<file path="src/rtl/bcd_counter_ndigit_updown_if.sv">
// Control, load and display signals of the N-digit up/down BCD counter.
// The counter takes the slave side; whatever drives it takes the master side.
interface bcd_counter_ndigit_updown_if #(
  parameter int DIGITS = 2
);
  logic                  C;
  logic                  S;
  logic                  En;
  logic                  Up;
  logic [4*DIGITS-1:0]   In;
  logic [4*DIGITS-1:0]   Out;
  logic [7*DIGITS-1:0]   SSD_out;
  logic                  Tc;
  logic                  Ovf;

  modport master (
    output C, S, En, Up, In,
    input  Out, SSD_out, Tc, Ovf
  );

  modport slave (
    input  C, S, En, Up, In,
    output Out, SSD_out, Tc, Ovf
  );
endinterface

</file>
<file path="src/rtl/bcd_counter_ndigit_updown.sv">
// Cascaded N-digit BCD up/down counter, updated on the falling clock edge,
// with active-low seven-segment decode and optional leading-zero blanking.
module bcd_counter_ndigit_updown #(
  parameter int DIGITS   = 2,
  parameter int BLANK_LZ = 0
) (
  input  logic                         Clk,
  input  logic                         Rst_n,
  bcd_counter_ndigit_updown_if.slave   cnt_if
);

  localparam int W = 4 * DIGITS;

  logic [W-1:0]          cnt_q, cnt_d;
  logic                  ovf_q, ovf_d;
  logic                  all9, all0;
  logic [7*DIGITS-1:0]   ssd;

  function automatic logic [3:0] sanitize(input logic [3:0] d);
    return (d > 4'd9) ? 4'd0 : d;
  endfunction

  function automatic logic [6:0] seg7(input logic [3:0] d);
    logic [6:0] s;
    case (d)
      4'd0:    s = 7'b0000001;
      4'd1:    s = 7'b1001111;
      4'd2:    s = 7'b0010010;
      4'd3:    s = 7'b0000110;
      4'd4:    s = 7'b1001100;
      4'd5:    s = 7'b0100100;
      4'd6:    s = 7'b0100000;
      4'd7:    s = 7'b0001111;
      4'd8:    s = 7'b0000000;
      4'd9:    s = 7'b0000100;
      default: s = 7'b1111111;
    endcase
    return s;
  endfunction

  // Next state: clear beats load beats count; carry/borrow ripples through
  // all digits in one edge, and a carry out of the top digit is the wrap.
  always_comb begin
    logic       carry;
    logic [3:0] dig;
    carry = 1'b1;
    dig   = 4'd0;
    cnt_d = cnt_q;
    ovf_d = 1'b0;
    if (cnt_if.C) begin
      cnt_d = '0;
    end else if (cnt_if.S) begin
      for (int k = 0; k < DIGITS; k++)
        cnt_d[4*k +: 4] = sanitize(cnt_if.In[4*k +: 4]);
    end else if (cnt_if.En) begin
      for (int k = 0; k < DIGITS; k++) begin
        dig = cnt_q[4*k +: 4];
        if (carry) begin
          if (cnt_if.Up) begin
            if (dig == 4'd9) cnt_d[4*k +: 4] = 4'd0;
            else begin
              cnt_d[4*k +: 4] = dig + 4'd1;
              carry = 1'b0;
            end
          end else begin
            if (dig == 4'd0) cnt_d[4*k +: 4] = 4'd9;
            else begin
              cnt_d[4*k +: 4] = dig - 4'd1;
              carry = 1'b0;
            end
          end
        end
      end
      ovf_d = carry;
    end
  end

  always_ff @(negedge Clk or negedge Rst_n) begin
    if (!Rst_n) begin
      cnt_q <= '0;
      ovf_q <= 1'b0;
    end else begin
      cnt_q <= cnt_d;
      ovf_q <= ovf_d;
    end
  end

  always_comb begin
    all9 = 1'b1;
    all0 = 1'b1;
    for (int k = 0; k < DIGITS; k++) begin
      all9 = all9 & (cnt_q[4*k +: 4] == 4'd9);
      all0 = all0 & (cnt_q[4*k +: 4] == 4'd0);
    end
  end

  // Scan from the top digit down; a digit is blanked while nothing nonzero
  // has been seen at or above it, except digit 0 which always shows.
  always_comb begin
    logic       seen;
    logic [3:0] dig;
    seen = 1'b0;
    dig  = 4'd0;
    ssd  = '0;
    for (int k = DIGITS - 1; k >= 0; k--) begin
      dig  = cnt_q[4*k +: 4];
      seen = seen | (dig != 4'd0);
      if ((BLANK_LZ != 0) && (k != 0) && !seen)
        ssd[7*k +: 7] = 7'b1111111;
      else
        ssd[7*k +: 7] = seg7(dig);
    end
  end

  assign cnt_if.Out     = cnt_q;
  assign cnt_if.Ovf     = ovf_q;
  assign cnt_if.SSD_out = ssd;
  assign cnt_if.Tc      = cnt_if.En & (cnt_if.Up ? all9 : all0);

endmodule

</file>
<file path="src/flat_wrapper.sv">
// flat-port wrapper written by rule: the top's interface ports become plain ports
module bcd_counter_ndigit_updown_flat 
#(
  parameter int DIGITS   = 2,
  parameter int BLANK_LZ = 0
)
  (Clk, Rst_n, cnt_if_C, cnt_if_S, cnt_if_En, cnt_if_Up, cnt_if_In, cnt_if_Out, cnt_if_SSD_out, cnt_if_Tc, cnt_if_Ovf);
  bcd_counter_ndigit_updown_if #(.DIGITS(DIGITS)) cnt_if_i ();
  input  logic Clk;
  input  logic Rst_n;
  input wire logic [$bits(cnt_if_i.C)-1:0] cnt_if_C;
  input wire logic [$bits(cnt_if_i.S)-1:0] cnt_if_S;
  input wire logic [$bits(cnt_if_i.En)-1:0] cnt_if_En;
  input wire logic [$bits(cnt_if_i.Up)-1:0] cnt_if_Up;
  input wire logic [$bits(cnt_if_i.In)-1:0] cnt_if_In;
  output wire logic [$bits(cnt_if_i.Out)-1:0] cnt_if_Out;
  output wire logic [$bits(cnt_if_i.SSD_out)-1:0] cnt_if_SSD_out;
  output wire logic [$bits(cnt_if_i.Tc)-1:0] cnt_if_Tc;
  output wire logic [$bits(cnt_if_i.Ovf)-1:0] cnt_if_Ovf;
  assign cnt_if_i.C = cnt_if_C;
  assign cnt_if_i.S = cnt_if_S;
  assign cnt_if_i.En = cnt_if_En;
  assign cnt_if_i.Up = cnt_if_Up;
  assign cnt_if_i.In = cnt_if_In;
  assign cnt_if_Out = cnt_if_i.Out;
  assign cnt_if_SSD_out = cnt_if_i.SSD_out;
  assign cnt_if_Tc = cnt_if_i.Tc;
  assign cnt_if_Ovf = cnt_if_i.Ovf;
  bcd_counter_ndigit_updown #(.DIGITS(DIGITS), .BLANK_LZ(BLANK_LZ)) u_core (.Clk(Clk), .Rst_n(Rst_n), .cnt_if(cnt_if_i));
endmodule
</file>
<file path="config.mk">
export PLATFORM = sky130hd
export DESIGN_NAME = bcd_counter_ndigit_updown_flat
export DESIGN_NICKNAME = d
export VERILOG_FILES = /design/src/rtl/bcd_counter_ndigit_updown_if.sv /design/src/rtl/bcd_counter_ndigit_updown.sv /design/src/flat_wrapper.sv
export SDC_FILE = /design/constraint.sdc
export NUM_CORES = 1
export LEC_CHECK = 0
export ABC_AREA = 1
export BUFFER_PORTS_ARGS = -buffer_cell sky130_fd_sc_hd__buf_2
export CORE_ASPECT_RATIO = 0.75
export CORE_MARGIN = 2
export CORE_UTILIZATION = 50
export DETAILED_ROUTE_END_ITERATION = 12
export GPL_ROUTABILITY_DRIVEN = 1
export GPL_TIMING_DRIVEN = 1
export PLACE_DENSITY = 0.88
export SLEW_MARGIN = 10
export SYNTH_ARGS = -nofsm -noshare
export SYNTH_HDL_FRONTEND = slang
export SYNTH_SLANG_ARGS = --single-unit
</file>
<file path="constraint.sdc">
create_clock -name Clk -period 2.1 [get_ports Clk]
set_input_delay 0.42 -clock Clk [delete_from_list [all_inputs] [get_ports Clk]]
set_output_delay 0.42 -clock Clk [all_outputs]
set_load 0.01 [all_outputs]
</file>
==> results.md, run 1 <==
Floorplanning:
- The floorplan die height is 45.5 um.
- The die extent in x is 59.3 um.
- The starting utilization of the core area is 55.0%.
- In this run the count of I/O pins placed on the die edge is 38.
- The floorplan row count is 14.

Yosys:
- The cell with the most instances after synthesis is sky130_fd_sc_hd__nand2_1.
- Counting every net in the synthesized netlist gives 210.
- The number of flops mapped to enable cells by yosys is 0.
- The distinct cell type count after synthesis is 24.
- The netlist area before placement is 0.00115 mm^2.
- The share of flip-flops with an asynchronous set or reset after synthesis is 100%.
- The commonest cells after synthesis are sky130_fd_sc_hd__nand2_1 (55), sky130_fd_sc_hd__inv_1 (25), sky130_fd_sc_hd__nand3_1 (18).
- In the synthesized netlist, the number of instances is 186.
- For this run, the number of Yosys warnings is 0.
- The share of synthesized area occupied by flip-flops and latches is 19.6%.
- The share of the synthesized area in the top cell type is 19.6%.
- The count of state elements after synthesis is 9.
- The biggest area consumer among synthesized cells is sky130_fd_sc_hd__dfrtn_1.
- A synthesized cell averages 6.17 um^2.
- Ranked by total cell area, the synthesized netlist is headed by sky130_fd_sc_hd__dfrtn_1 (20%), sky130_fd_sc_hd__nand2_1 (18%), sky130_fd_sc_hd__ha_1 (11%), sky130_fd_sc_hd__inv_1 (8.2%), sky130_fd_sc_hd__nand3_1 (7.9%).
- Among all flip-flop cells after synthesis, the most frequent one is sky130_fd_sc_hd__dfrtn_1.

Clock tree:
- The number of H-tree branching levels is 1.
- The number of setup buffers added after CTS is 13.
- The post-cts sizing count is 43.
- The number of sinks driven by the clock tree is 9.
- The clock passes through at most 2 buffers.
- The cell sitting at the root of the clock tree is a sky130_fd_sc_hd__clkbuf_4.
- Buffers inserted during clock tree synthesis total 3.
- Hold repair after CTS inserted 0 buffers.

Placed design:
- The congestion estimate from routability-driven global placement came to 0.946.
- The detailed-placement wirelength estimate is 3.50 mm.
- In this run the cell area measured after placement is 0.00178 mm^2.
- Buffers placed on the I/O ports in this run total 37.
- OpenSTA, run right after detailed placement, puts the worst setup slack at -604 ps.

Outcome:
- The run stopped with a tool error.
- The flow stopped in 4_1_cts.
- The tool reported: "[ERROR DPL-0033] detailed placement checks failed during check placement".
[stage by stage]
stage | util [%] | std cells
floorplan | - | 186
global placement | 85.2 | 285
detailed placement | 85.2 | 285
[kinds of logic after synthesis]
| group | share of synthesized area (%) |
|---|---|
| and+or+nand+nor | 37.6 |
| AOI/OAI and AO/OA | 17.3 |
| buffers and inverters | 13.0 |
| adders and majority gates | 10.9 |
| DFF | 19.6 |
| xor gates and xnor gates | 1.53 |
==> inputs of run 2 (changes only) <==
--- a/config.mk
+++ b/config.mk
@@ -7,13 +7,12 @@
 export LEC_CHECK = 0
 export ABC_AREA = 1
 export BUFFER_PORTS_ARGS = -buffer_cell sky130_fd_sc_hd__buf_2
-export CORE_ASPECT_RATIO = 0.75
-export CORE_MARGIN = 2
-export CORE_UTILIZATION = 50
+export CORE_AREA = 2 2 63 65
 export DETAILED_ROUTE_END_ITERATION = 12
+export DIE_AREA = 0 0 65 67
 export GPL_ROUTABILITY_DRIVEN = 1
 export GPL_TIMING_DRIVEN = 1
-export PLACE_DENSITY = 0.88
+export PLACE_DENSITY_LB_ADDON = 0.15
 export SLEW_MARGIN = 10
 export SYNTH_ARGS = -nofsm -noshare
 export SYNTH_HDL_FRONTEND = slang
==> run 2 against run 1 <==
Against the previous run: the flow now finishes, with violations (setup timing); synthesized area stayed put; synthesized cell count unchanged.
==> results.md, run 2 <==
Layout:
- The layout has 330 filler cells.
- The count of inserted antenna diode cells is 0.
- The area of the multi-input gates is 0.00105 mm^2.
- The register with the most flip-flops in the layout has 8 of them.
- The final core utilization is 64.5%.
- The combined flip-flop and latch cell area is 225 um^2.
- The count of cells in the finished layout, fillers not included, comes to 338.
- In the layout the commonest cells are sky130_fd_sc_hd__buf_4 (51), sky130_fd_sc_hd__nand2_1 (47), sky130_fd_sc_hd__buf_2 (27).
- The most common cell after layout, fill and taps aside is sky130_fd_sc_hd__buf_4.
- The share of layout cells above drive strength 1 is 61.0%.
- The number of nets in the layout is 315.
- The layout-stage area growth over the synthesis result is 103%.

Route:
- The number of iterations in the first detailed-routing pass is 4.
- Summed over all layers, the routed wires come to 3.97 mm.
- After detailed routing, the number of remaining DRC violations is 0.
- The number of vias per cell after detailed routing is 4.53.
- Detailed routing inserted a total of 1530 vias.
- The detailed router finished its first iteration with 44 violations.
- The count of nets left with antenna violations after detail routing is 0.
- The average wire length per cell after detail routing is 11.7 um.

Clock tree:
- The clock buffer count from CTS is 3 (unchanged).
- The CTS tree is built.
- The number of sinks driven by the clock tree is 9 (unchanged).
- The number of H-tree branching levels is 1 (unchanged).
- The clock latency on the worst-skew pair is 250 ps.
- The hold buffer count at CTS is 0 (unchanged).
- The maximum root-to-sink buffer count is 2 (unchanged).
- The clock transition at the register clock pins on the worst setup and hold paths after CTS is 40 ps.
- The clock root buffer master is sky130_fd_sc_hd__clkbuf_8.

STA:
- Setup repair after global routing could not meet its margin everywhere.
- Setup violations remaining at the end of the flow were counted as 30.
- The worst setup skew after layout is 0.325 ps.
- Measured against its own limit, the worst slew margin works out to 80.5%.
- The number of hold violations in the final report is 0.
- For the pin with the worst max-slew slack, the measured transition is 292 ps.
- Setup slack on the critical path of the routed design comes to -810 ps.
- The number of pins exceeding their max-slew limit in the final report is 0.

Pwr:
- Per report_power, the clock group accounts for 17.2% of the total.
- The leakage power is 1.23 nW.
- The switching share of power is 39.4%.
- For this design the ratio of total power to cell area is 514 mW/mm^2.
- The internal power of the cells is 0.724 mW.
- The combinational power share is 64.6%.
- The worst vdd rail ir drop is 231 uV.
- The analysis attributes to net switching a power of 0.471 mW.
- The sequential share of power is 18.3%.

Placed design:
- The post-place setup slack is -566 ps (+37.8 ps).
- The final RePlAce weighted congestion is 0.836 (-12%).
- The detailed-placement wirelength estimate was 2.88 mm (-18%).
- The count of input and output buffers is 37 (unchanged).
- The cell count after placement is 311 (+9.1%).

Worst setup path:
- The worst register-to-register path has a depth of 9.
- STA puts the critical path data arrival time at 2490 ps.
- The kind of launch point of the worst setup path is a flip-flop.
- The required time at the worst-slack endpoint is 1680 ps.
- The worst setup path is captured at an output port.
- Traced cell by cell, the critical path runs through inv_2 > ha_2 > nand3_4 > nand2_4 > o21ai_4 > nor2_4 > buf_6.
- The critical path is of the reg2out type.
- The delay of the slowest cell on the worst path is 380 ps.
- Along the worst path, the maximum fanout reaches 3.
- Among all stages on the critical path, the largest delay is contributed by sky130_fd_sc_hd__dfrtn_1.

Yosys:
- Yosys instantiated no cell more often than sky130_fd_sc_hd__nand2_1.
- The per-instance average area after synthesis is 6.17 um^2 (unchanged).
- The count of state elements after synthesis is 9 (unchanged).
- The share of flip-flops with an asynchronous set or reset after synthesis came to 100% (unchanged).
- After synthesis, the cell types taking the most area are sky130_fd_sc_hd__dfrtn_1 (20%), sky130_fd_sc_hd__nand2_1 (18%), sky130_fd_sc_hd__ha_1 (11%), sky130_fd_sc_hd__inv_1 (8.2%), sky130_fd_sc_hd__nand3_1 (7.9%).
- The number of instances in the synthesized netlist was 186 (unchanged).
- The number of warnings issued by yosys is 0 (unchanged).
- The netlist area before placement is 0.00115 mm^2 (unchanged).
- The number of flops mapped to enable cells by yosys is 0 (unchanged).
- The post-synth net total is 210 (unchanged).
- The prevailing post-synth register cell is sky130_fd_sc_hd__dfrtn_1.
- The distinct cell type count after synthesis was 24 (unchanged).
- The share of synthesized area occupied by flip-flops and latches is 19.6% (unchanged).
- The biggest area consumer among synthesized cells is sky130_fd_sc_hd__dfrtn_1.
- The share of the synthesized area in the top cell type came to 19.6% (unchanged).
- By count the netlist is led by sky130_fd_sc_hd__nand2_1 (55), sky130_fd_sc_hd__inv_1 (25), sky130_fd_sc_hd__nand3_1 (18).

Min path:
- The class of the worst hold path is reg2reg.
- Counting instances, the worst hold path has a depth of 3.

Flow run:
- The total of max-cap violations is 0.

Floorplanning:
- The core region is 0.00361 mm^2.
- The die outline area is 0.00436 mm^2.
- The floorplan die height is 67 um (+47%).
- The die extent in x is 65 um (+9.6%).
- The floorplan row count is 22 (+8).
- The starting utilization of the core area is 31.8% (-23 points).
- The count of pins on the block boundary is 38 (unchanged).

Global route:
- Entering global routing, the biggest net connects 10 pins.
- The via count of the first global-routing pass is 1540.
- The first global-routing pass estimated 6.53 mm of wire.
- The leftover overflow at the end of global routing is 0.
- The number of antenna violations at the first check in global routing is 0.
- In the global route stage, overall resource usage came out at 19.3%.

Outcome:
- The flow ran to the end, but the final reports show violations.
- The final reports fail on setup timing.
## run 2: cell counts after synthesis
No cell type changed its count.
## run 2: worst paths after layout
check / to / slack (ps) / startpoint
max: cnt_if_Tc / -810 / u_core.cnt_if.Out[5]
min: u_core.cnt_if.Out[1] / 630 / u_core.cnt_if.Out[1]
max reg2reg: u_core.cnt_if.Out[7] / 500 / u_core.cnt_if.Out[6]
min reg2reg: u_core.cnt_if.Out[1] / 630 / u_core.cnt_if.Out[1]
max in group asynchronous: u_core.cnt_if.Out[7] / 920 / Rst_n
min in group asynchronous: u_core.cnt_if.Out[2] / 960 / Rst_n
## run 2: layout make-up
cell class                 instances  area share, %
inverter                          29           5.00
sequential                         9           9.68
clock buffer                       4           1.94
multi-input combinational        143           45.1
tap                               48           2.58
timing repair buffer             105           35.7
## run 2: timing repair
item	4_1_cts	5_1_grt
pin swaps	11	14
setup buffers	18	14
gates resized for setup	29	48
cloned	0	0
setup endpoints to repair	29	31
## run 2: metal layers
metal | GRT usage [%] | vias to the layer above | wire length, um
li1 | - | 808 | -
met1 | 23.9 | 675 | 1870
met2 | 33.2 | 39 | 1890
met3 | 1.52 | 8 | 125
met4 | 10.1 | 0 | 81
met5 | 0 | - | 0
## run 2: cell families (layout without fill, tap and decap cells)
logic type / Yosys count / in the layout / synth area share [%]
AO/OA/AOI/OAI: 37 / 37 / 17.3
XOR/XNOR: 2 / 2 / 1.53
adder cells (fa/ha/maj): 10 / 10 / 10.9
buffers and inverters: 34 / 138 / 13.0
flip-flops: 9 / 9 / 19.6
AND/OR/NAND/NOR: 94 / 94 / 37.6
## run 2: power by group through the flow
| stage | sequential [mW] | combinational, mW | clock (mW) |
|---|---|---|---|
| 5_1_grt | 0.221 | 0.841 | 0.222 |
| 2_1_floorplan | 0.222 | 0.322 | 0 |
| 4_1_cts | 0.216 | 0.663 | 0.204 |
| 3_3_place_gp | 0.216 | 0.574 | 0 |
| 3_5_place_dp | 0.217 | 0.574 | 0 |
| 6_report | 0.218 | 0.772 | 0.205 |
## run 2: critical path, delay by kind of cell (launching register included)
kind                       cells  cell delay, ps
buffers and inverters          2             210
adders and majority gates      1             240
and+or+nand+nor                3             290
DFF                            1             380
AOI/OAI and AO/OA              1              70
## run 2: per-stage QoR
stage	area, um^2	hold WS, ps	TNS [ps]	total power [mW]
finish	2330	634	-15350	1.20
global route	2330	677	-16930	1.28
CTS	2100	621	-16020	1.08
detailed placement	1810	619	-10410	0.791
global placement	1810	607	-10240	0.790
floorplan	1270	592	-7100	0.544
(Power assumes the default switching activity.)
==> inputs of run 3 (changes only) <==
--- a/config.mk
+++ b/config.mk
@@ -13,6 +13,8 @@
 export GPL_ROUTABILITY_DRIVEN = 1
 export GPL_TIMING_DRIVEN = 1
 export PLACE_DENSITY_LB_ADDON = 0.15
+export RECOVER_POWER = 50
+export SETUP_SLACK_MARGIN = 0.3
 export SLEW_MARGIN = 10
 export SYNTH_ARGS = -nofsm -noshare
 export SYNTH_HDL_FRONTEND = slang
==> run 3 against run 2 <==
Against the previous run: clock skew up 4.9 ps; worst hold slack worse by 2.1 ps; die area unchanged; sequential cell count did not move; via count up 4.6%; critical endpoint unchanged; clock power increased by 2%; highest routed layer unchanged; the run still ends with setup timing left; non-clock buffer count is 4 higher.
==> results.md, run 3 (synthesized netlist as in run 2, its figures left out) <==
Route:
- The number of iterations in the first detailed-routing pass came to 5 (+1).
- The total number of vias is 1601 (+4.6%).
- The total wire length came to 4.36 mm (+9.9%).
- The final routed DRC violation total came to 0 (unchanged).
- The starting DRC count in detailed routing was 57 (+30%).
- The number of vias per cell after detailed routing is 4.68 (+3.4%).
- The average wire length per cell after detail routing was 12.7 um (+8.6%).
- The count of nets left with antenna violations after detail routing came to 0 (unchanged).

Worst setup path:
- The classification of the worst setup path is reg2out.
- The endpoint type of the worst setup path is an output port.
- The arrival time of the worst setup path is 2480 ps (about the same).
- The required time at the worst-slack endpoint is 1680 ps (about the same).
- The highest net fanout along the worst path is 5 (+2).
- STA classifies the critical path startpoint as a flip-flop.

Clock tree:
- The clock latency on the worst-skew pair was 260 ps (about the same).
- The clock buffer count from CTS is 3 (unchanged).
- The number of sinks driven by the clock tree is 9 (unchanged).
- The maximum root-to-sink buffer count came to 2 (unchanged).
- The number of H-tree branching levels was 1 (unchanged).
- The CTS tree is built.
- The clock transition at the register clock pins on the worst setup and hold paths after CTS is 40 ps (about the same).
- The clock root buffer master is sky130_fd_sc_hd__clkbuf_8.
- The hold buffer count at CTS came to 0 (unchanged).

Global route:
- The global-route total usage across every layer is 20.6% (+1.3 points).
- The via count of the first global-routing pass was 1464 (-4.9%).
- The global-route wire length before repair was 6.89 mm (+5.5%).
- The leftover overflow at the end of global routing is 0 (unchanged).
- The number of antenna violations at the first check in global routing is 0 (unchanged).
- The largest net degree at the start of global routing was 10 (unchanged).

Layout:
- Leaving out fill and tap cells, the most frequent cell in the layout is sky130_fd_sc_hd__nand2_1.
- The final core utilization is 68.7% (+4.2 points).
- The layout-stage area growth over the synthesis result is 116%.
- The count of inserted antenna diode cells is 0 (unchanged).
- The share of layout cells above drive strength 1 is 62.6% (+1.6 points).
- The number of flip-flops under the largest register name is 8 (unchanged).
- The number of nets in the layout is 319 (+1.3%).
- The filler-free cell count of the finished design is 342 (+1.2%).
- In the layout the commonest cells are sky130_fd_sc_hd__nand2_1 (47), sky130_fd_sc_hd__buf_6 (43), sky130_fd_sc_hd__buf_4 (39).

Placed design:
- The count of input and output buffers was 37 (unchanged).
- The cell count after placement was 310 (-0.32%).
- The final RePlAce weighted congestion is 0.775 (-7.2%).
- The post-place setup slack was -590 ps (-24.1 ps).
- The detailed-placement wirelength estimate is 2.86 mm (-0.84%).

Outcome:
- The flow ran to the end, but the final reports show violations.
- The checks that failed: setup timing.

Pwr:
- The cell area power density was 517 mW/mm^2 (+0.54%).
- The leakage power was 1.28 nW (+4.5%).
- The worst vdd rail ir drop is 287 uV (+25%).

STA:
- The number of hold violations in the final report is 0 (unchanged).
- Setup repair after global routing could not meet its margin everywhere.
- The transition time at the pin with the least slew margin came to 565 ps (+272 ps).
- The number of pins exceeding their max-slew limit in the final report came to 0 (unchanged).
- The normalized max-slew margin is 62.3% (-18 points).
- The final worst slack was -800 ps (+10.1 ps).
- The worst hold slack after final layout came to 632 ps (-2.05 ps).
- The total setup violations reported at the end of the flow is 30 (unchanged).
- The final total negative setup slack is -15470 ps (-123 ps).
- The worst setup skew after layout came to 5.18 ps (+4.85 ps).

Flow run:
- The total of max-cap violations is 0 (unchanged).

Floorplanning:
- The starting utilization of the core area is 31.8% (unchanged).
- The die extent in x is 65 um (unchanged).
- The floorplan row count is 22 (unchanged).
- The area of the core region is 0.00361 mm^2 (unchanged).
- The count of pins on the block boundary is 38 (unchanged).
- The die outline area came to 0.00436 mm^2 (unchanged).
- The floorplan die height came to 67 um (unchanged).

Min path:
- The min-delay analysis places its worst path in the category reg2reg.
## run 3: final timing paths
| check | start | endpoint | slack, ps | cells after the start |
|---|---|---|---|---|
| max in group asynchronous | Rst_n | u_core.cnt_if.Out[4] | 630 | 1 |
| max reg2reg | u_core.cnt_if.Out[5] | u_core.cnt_if.Ovf | -90 | 17 |
| min in group asynchronous | Rst_n | u_core.cnt_if.Out[3] | 1060 | 1 |
| min reg2reg | u_core.cnt_if.Out[0] | u_core.cnt_if.Out[0] | 630 | 3 |
| min | u_core.cnt_if.Out[0] | u_core.cnt_if.Out[0] | 630 | 3 |
| max | u_core.cnt_if.Out[4] | cnt_if_Tc | -800 | 7 |
## run 3: cell type report
type	count	area, um^2
clock buffers	4	45.0
fillers	297	1130
inverters	29	124
multi-input cells	143	1060
flip-flops and latches	9	225
well taps	48	60.1
repair buffers	109	966
## run 3: timing repair
action / CTS / global route
gates resized for setup: 70 / 31
setup buffers: 18 / 10
pin swaps: 23 / 9
setup endpoints to repair: 33 / 33
## run 3: per-layer routing
layer  track usage [%]  wire length [um]  vias up
met5                 0                 0        -
met4              9.31               102        0
met3              1.86               211        9
met2              35.6              2160       53
met1              25.9              1890      722
li1                  -                 -      817
## run 3: stage by stage
| step | area, um^2 | total power [mW] |
|---|---|---|
| finish | 2480 | 1.28 |
| global placement | 1820 | 0.806 |
| detailed placement | 1820 | 0.804 |
| floorplan | 1300 | 0.552 |
| global route | 2480 | 1.36 |
| CTS | 2280 | 1.18 |
## run 3: power breakdown
| part | switching [mW] | internal (mW) |
|---|---|---|
| Clock | 0.0770 | 0.133 |
| Sequential | 0.0223 | 0.191 |
| Combinational | 0.404 | 0.453 |
## run 3: critical path, stage by stage, from the launching register on
cell                      delay [ps]
sky130_fd_sc_hd__dfrtn_1         460
sky130_fd_sc_hd__inv_2            90
sky130_fd_sc_hd__ha_4            190
sky130_fd_sc_hd__inv_2            70
sky130_fd_sc_hd__nor2_4           40
sky130_fd_sc_hd__o21ai_4         170
sky130_fd_sc_hd__nor2_4           40
sky130_fd_sc_hd__buf_6           110
==> inputs of run 4 (changes only) <==
--- a/config.mk
+++ b/config.mk
@@ -6,13 +6,13 @@
 export NUM_CORES = 1
 export LEC_CHECK = 0
 export ABC_AREA = 1
+export ABC_CLOCK_PERIOD_IN_PS = 2100
 export BUFFER_PORTS_ARGS = -buffer_cell sky130_fd_sc_hd__buf_2
 export CORE_AREA = 2 2 63 65
 export DETAILED_ROUTE_END_ITERATION = 12
 export DIE_AREA = 0 0 65 67
 export GPL_ROUTABILITY_DRIVEN = 1
 export GPL_TIMING_DRIVEN = 1
-export PLACE_DENSITY_LB_ADDON = 0.15
 export RECOVER_POWER = 50
 export SETUP_SLACK_MARGIN = 0.3
 export SLEW_MARGIN = 10
==> run 4 against run 3 <==
Against the previous run: the run still ends with setup timing left; power shrank 3.8%; sequential cell count is the same; clock power grew 9%; clock skew shrank 4.7 ps; count of clock-buffer cells in the layout shrank 1; worst hold slack lost 110 ps; critical path type unchanged; register-to-register slack gained 560 ps; die area is the same; sequential share of layout area grew 0.41 points.
==> results.md, run 4 (synthesized netlist as in run 2, its figures left out) <==
Outcome:
- The checks that failed: setup timing.
- The flow ran to the end, but the final reports show violations.

Layout:
- The most common cell after layout, fill and taps aside is sky130_fd_sc_hd__nand2_1.
- The number of flip-flops under the largest register name is 8 (unchanged).
- The layout-stage area growth over the synthesis result is 107%.
- The number of nets in the layout is 313 (-1.9%).
- The share of layout cells above drive strength 1 is 61.1% (-1.5 points).
- The filler-free cell count of the finished design was 336 (-1.8%).
- The cell area after layout was 0.00237 mm^2 (-4.3%).
- The count of inserted antenna diode cells is 0 (unchanged).
- Leaving out fill and tap cells, the most frequent cells in the layout are sky130_fd_sc_hd__nand2_1 (47), sky130_fd_sc_hd__buf_4 (42), sky130_fd_sc_hd__buf_6 (34).

Min path:
- The min-delay analysis places its worst path in the category reg2reg.
- The hold-critical path depth came to 2 (-1).

Route:
- The average wire length per cell after detail routing is 13.9 um (+9.4%).
- The starting DRC count in detailed routing was 79 (+39%).
- The total number of vias is 1633 (+2.0%).
- The number of iterations in the first detailed-routing pass is 4 (-1).
- The count of nets left with antenna violations after detail routing is 0 (unchanged).
- The number of vias per cell after detailed routing came to 4.86 (+3.8%).
- The final routed DRC violation total was 0 (unchanged).
- The total wire length is 4.68 mm (+7.5%).

Worst setup path:
- The highest net fanout along the worst path is 4 (-1).
- STA classifies the critical path startpoint as a flip-flop.
- The worst setup path is captured at an output port.
- The required time at the worst-slack endpoint is 1680 ps (about the same).
- The number of cells on the worst reg-to-reg path is 10 (-7).
- The arrival time of the worst setup path came to 2550 ps (+70 ps).
- The classification of the worst setup path is reg2out.

Pwr:
- The worst vdd rail ir drop is 215 uV (-25%).
- The overall power of the completed layout was 1.23 mW (-3.8%).
- The leakage power is 1.23 nW (-4.2%).
- The cell area power density was 519 mW/mm^2 (+0.56%).

Global route:
- The global-route total usage across every layer is 21.0% (+0.38 points).
- The via count of the first global-routing pass is 1490 (+1.8%).
- The number of antenna violations at the first check in global routing came to 0 (unchanged).
- The global-route wire length before repair is 6.84 mm (-0.81%).
- The leftover overflow at the end of global routing is 0 (unchanged).
- The largest net degree at the start of global routing came to 10 (unchanged).

Clock tree:
- The clock buffer count from CTS is 3 (unchanged).
- The number of H-tree branching levels is 1 (unchanged).
- The clock transition at the register clock pins on the worst setup and hold paths after CTS was 40 ps (about the same).
- The clock root buffer master is sky130_fd_sc_hd__clkbuf_8.
- The maximum root-to-sink buffer count is 2 (unchanged).
- The number of sinks driven by the clock tree came to 9 (unchanged).
- The CTS tree is built.
- The clock latency on the worst-skew pair is 260 ps (about the same).

Floorplanning:
- The die outline area is 0.00436 mm^2 (unchanged).
- The area of the core region is 0.00361 mm^2 (unchanged).
- The die extent in x is 65 um (unchanged).
- The count of pins on the block boundary is 38 (unchanged).
- The starting utilization of the core area came to 31.8% (unchanged).
- The floorplan die height is 67 um (unchanged).
- The floorplan row count is 22 (unchanged).

Placed design:
- The post-place setup slack is -570 ps (+19.8 ps).
- The final RePlAce weighted congestion is 0.895 (+15%).
- The cell count after placement came to 312 (+0.65%).
- The count of input and output buffers was 37 (unchanged).
- The cell area reported after detailed placement is 0.00183 mm^2 (+0.83%).
- The detailed-placement wirelength estimate came to 2.98 mm (+4.4%).

STA:
- The final worst slack is -873 ps (-73.8 ps).
- The worst hold slack after final layout came to 519 ps (-113 ps).
- The normalized max-slew margin is 63.2% (+0.88 points).
- Setup repair after global routing could not meet its margin everywhere.
- The total setup violations reported at the end of the flow is 25 (-17%).
- The number of hold violations in the final report is 0 (unchanged).
- The transition time at the pin with the least slew margin is 552 ps (-13.2 ps).
- The number of pins exceeding their max-slew limit in the final report is 0 (unchanged).
- The worst setup skew after layout is 0.440 ps (-4.74 ps).

Flow run:
- The total of max-cap violations is 0 (unchanged).
-- run 4: cell types whose count changed in the layout (fill, tap and decap cells not counted), sizes merged --
| cell | before | now |
|---|---|---|
| clkinv | 1 | 2 |
| clkbuf | 5 | 4 |
| buf | 108 | 102 |
-- run 4: layout make-up --
| class | instances | area, um^2 |
|---|---|---|
| timing repair buffer | 103 | 862 |
| fill | 290 | 1230 |
| tap | 48 | 60.1 |
| multi-input combinational | 143 | 1050 |
| clock inverter | 1 | 5.00 |
| clock buffer | 3 | 41.3 |
| inverter | 29 | 126 |
| sequential | 9 | 225 |
-- run 4: power by group --
part           total, mW  switching [mW]  internal [mW]
clock network      0.228          0.0967          0.131
registers          0.216          0.0252          0.191
logic              0.788           0.386          0.402
-- run 4: timing repair --
item                       CTS  global route
buffers inserted            13             7
setup endpoints to repair   33            33
gates resized for setup     66            21
cloned                       0             0
pin swaps                   21            12
hold endpoints to repair     0             0
hold buffers                 0             0
-- run 4: through the flow --
stage	TNS (ps)	utilization, %
after detailed placement	-10140	50.9
after CTS	-15010	61.7
final	-15760	65.8
after global placement	-9860	50.9
after global routing	-16870	65.8
after floorplan	-7110	-
-- run 4: path summary, 6_finish.rpt --
kind / startpoint / end / slack (ps)
worst min register to register: u_core.cnt_if.Out[5] / u_core.cnt_if.Out[5] / 520
worst max-delay path: u_core.cnt_if.Out[5] / cnt_if_Tc / -870
max in group asynchronous: Rst_n / u_core.cnt_if.Out[1] / 660
worst max register to register: u_core.cnt_if.Out[0] / u_core.cnt_if.Out[2] / 470
min in group asynchronous: Rst_n / u_core.cnt_if.Out[3] / 1050
worst min-delay path: u_core.cnt_if.Out[5] / u_core.cnt_if.Out[5] / 520
-- run 4: per-layer routing --
metal / part of all wire (%) / global-route usage (%) / routed length, um
met2: 47 / 35.8 / 2220
met4: 2.8 / 7.98 / 129
met5: 0 / 0 / 0
met1: 45 / 27.0 / 2100
met3: 5.1 / 2.36 / 241
-- run 4: worst max-delay path: stages (launching register included) --
cell	delay [ps]
sky130_fd_sc_hd__dfrtn_1	380
sky130_fd_sc_hd__inv_2	100
sky130_fd_sc_hd__ha_2	220
sky130_fd_sc_hd__nand3_2	130
sky130_fd_sc_hd__nand2_4	120
sky130_fd_sc_hd__o21ai_4	70
sky130_fd_sc_hd__nor2_4	110
sky130_fd_sc_hd__buf_6	100
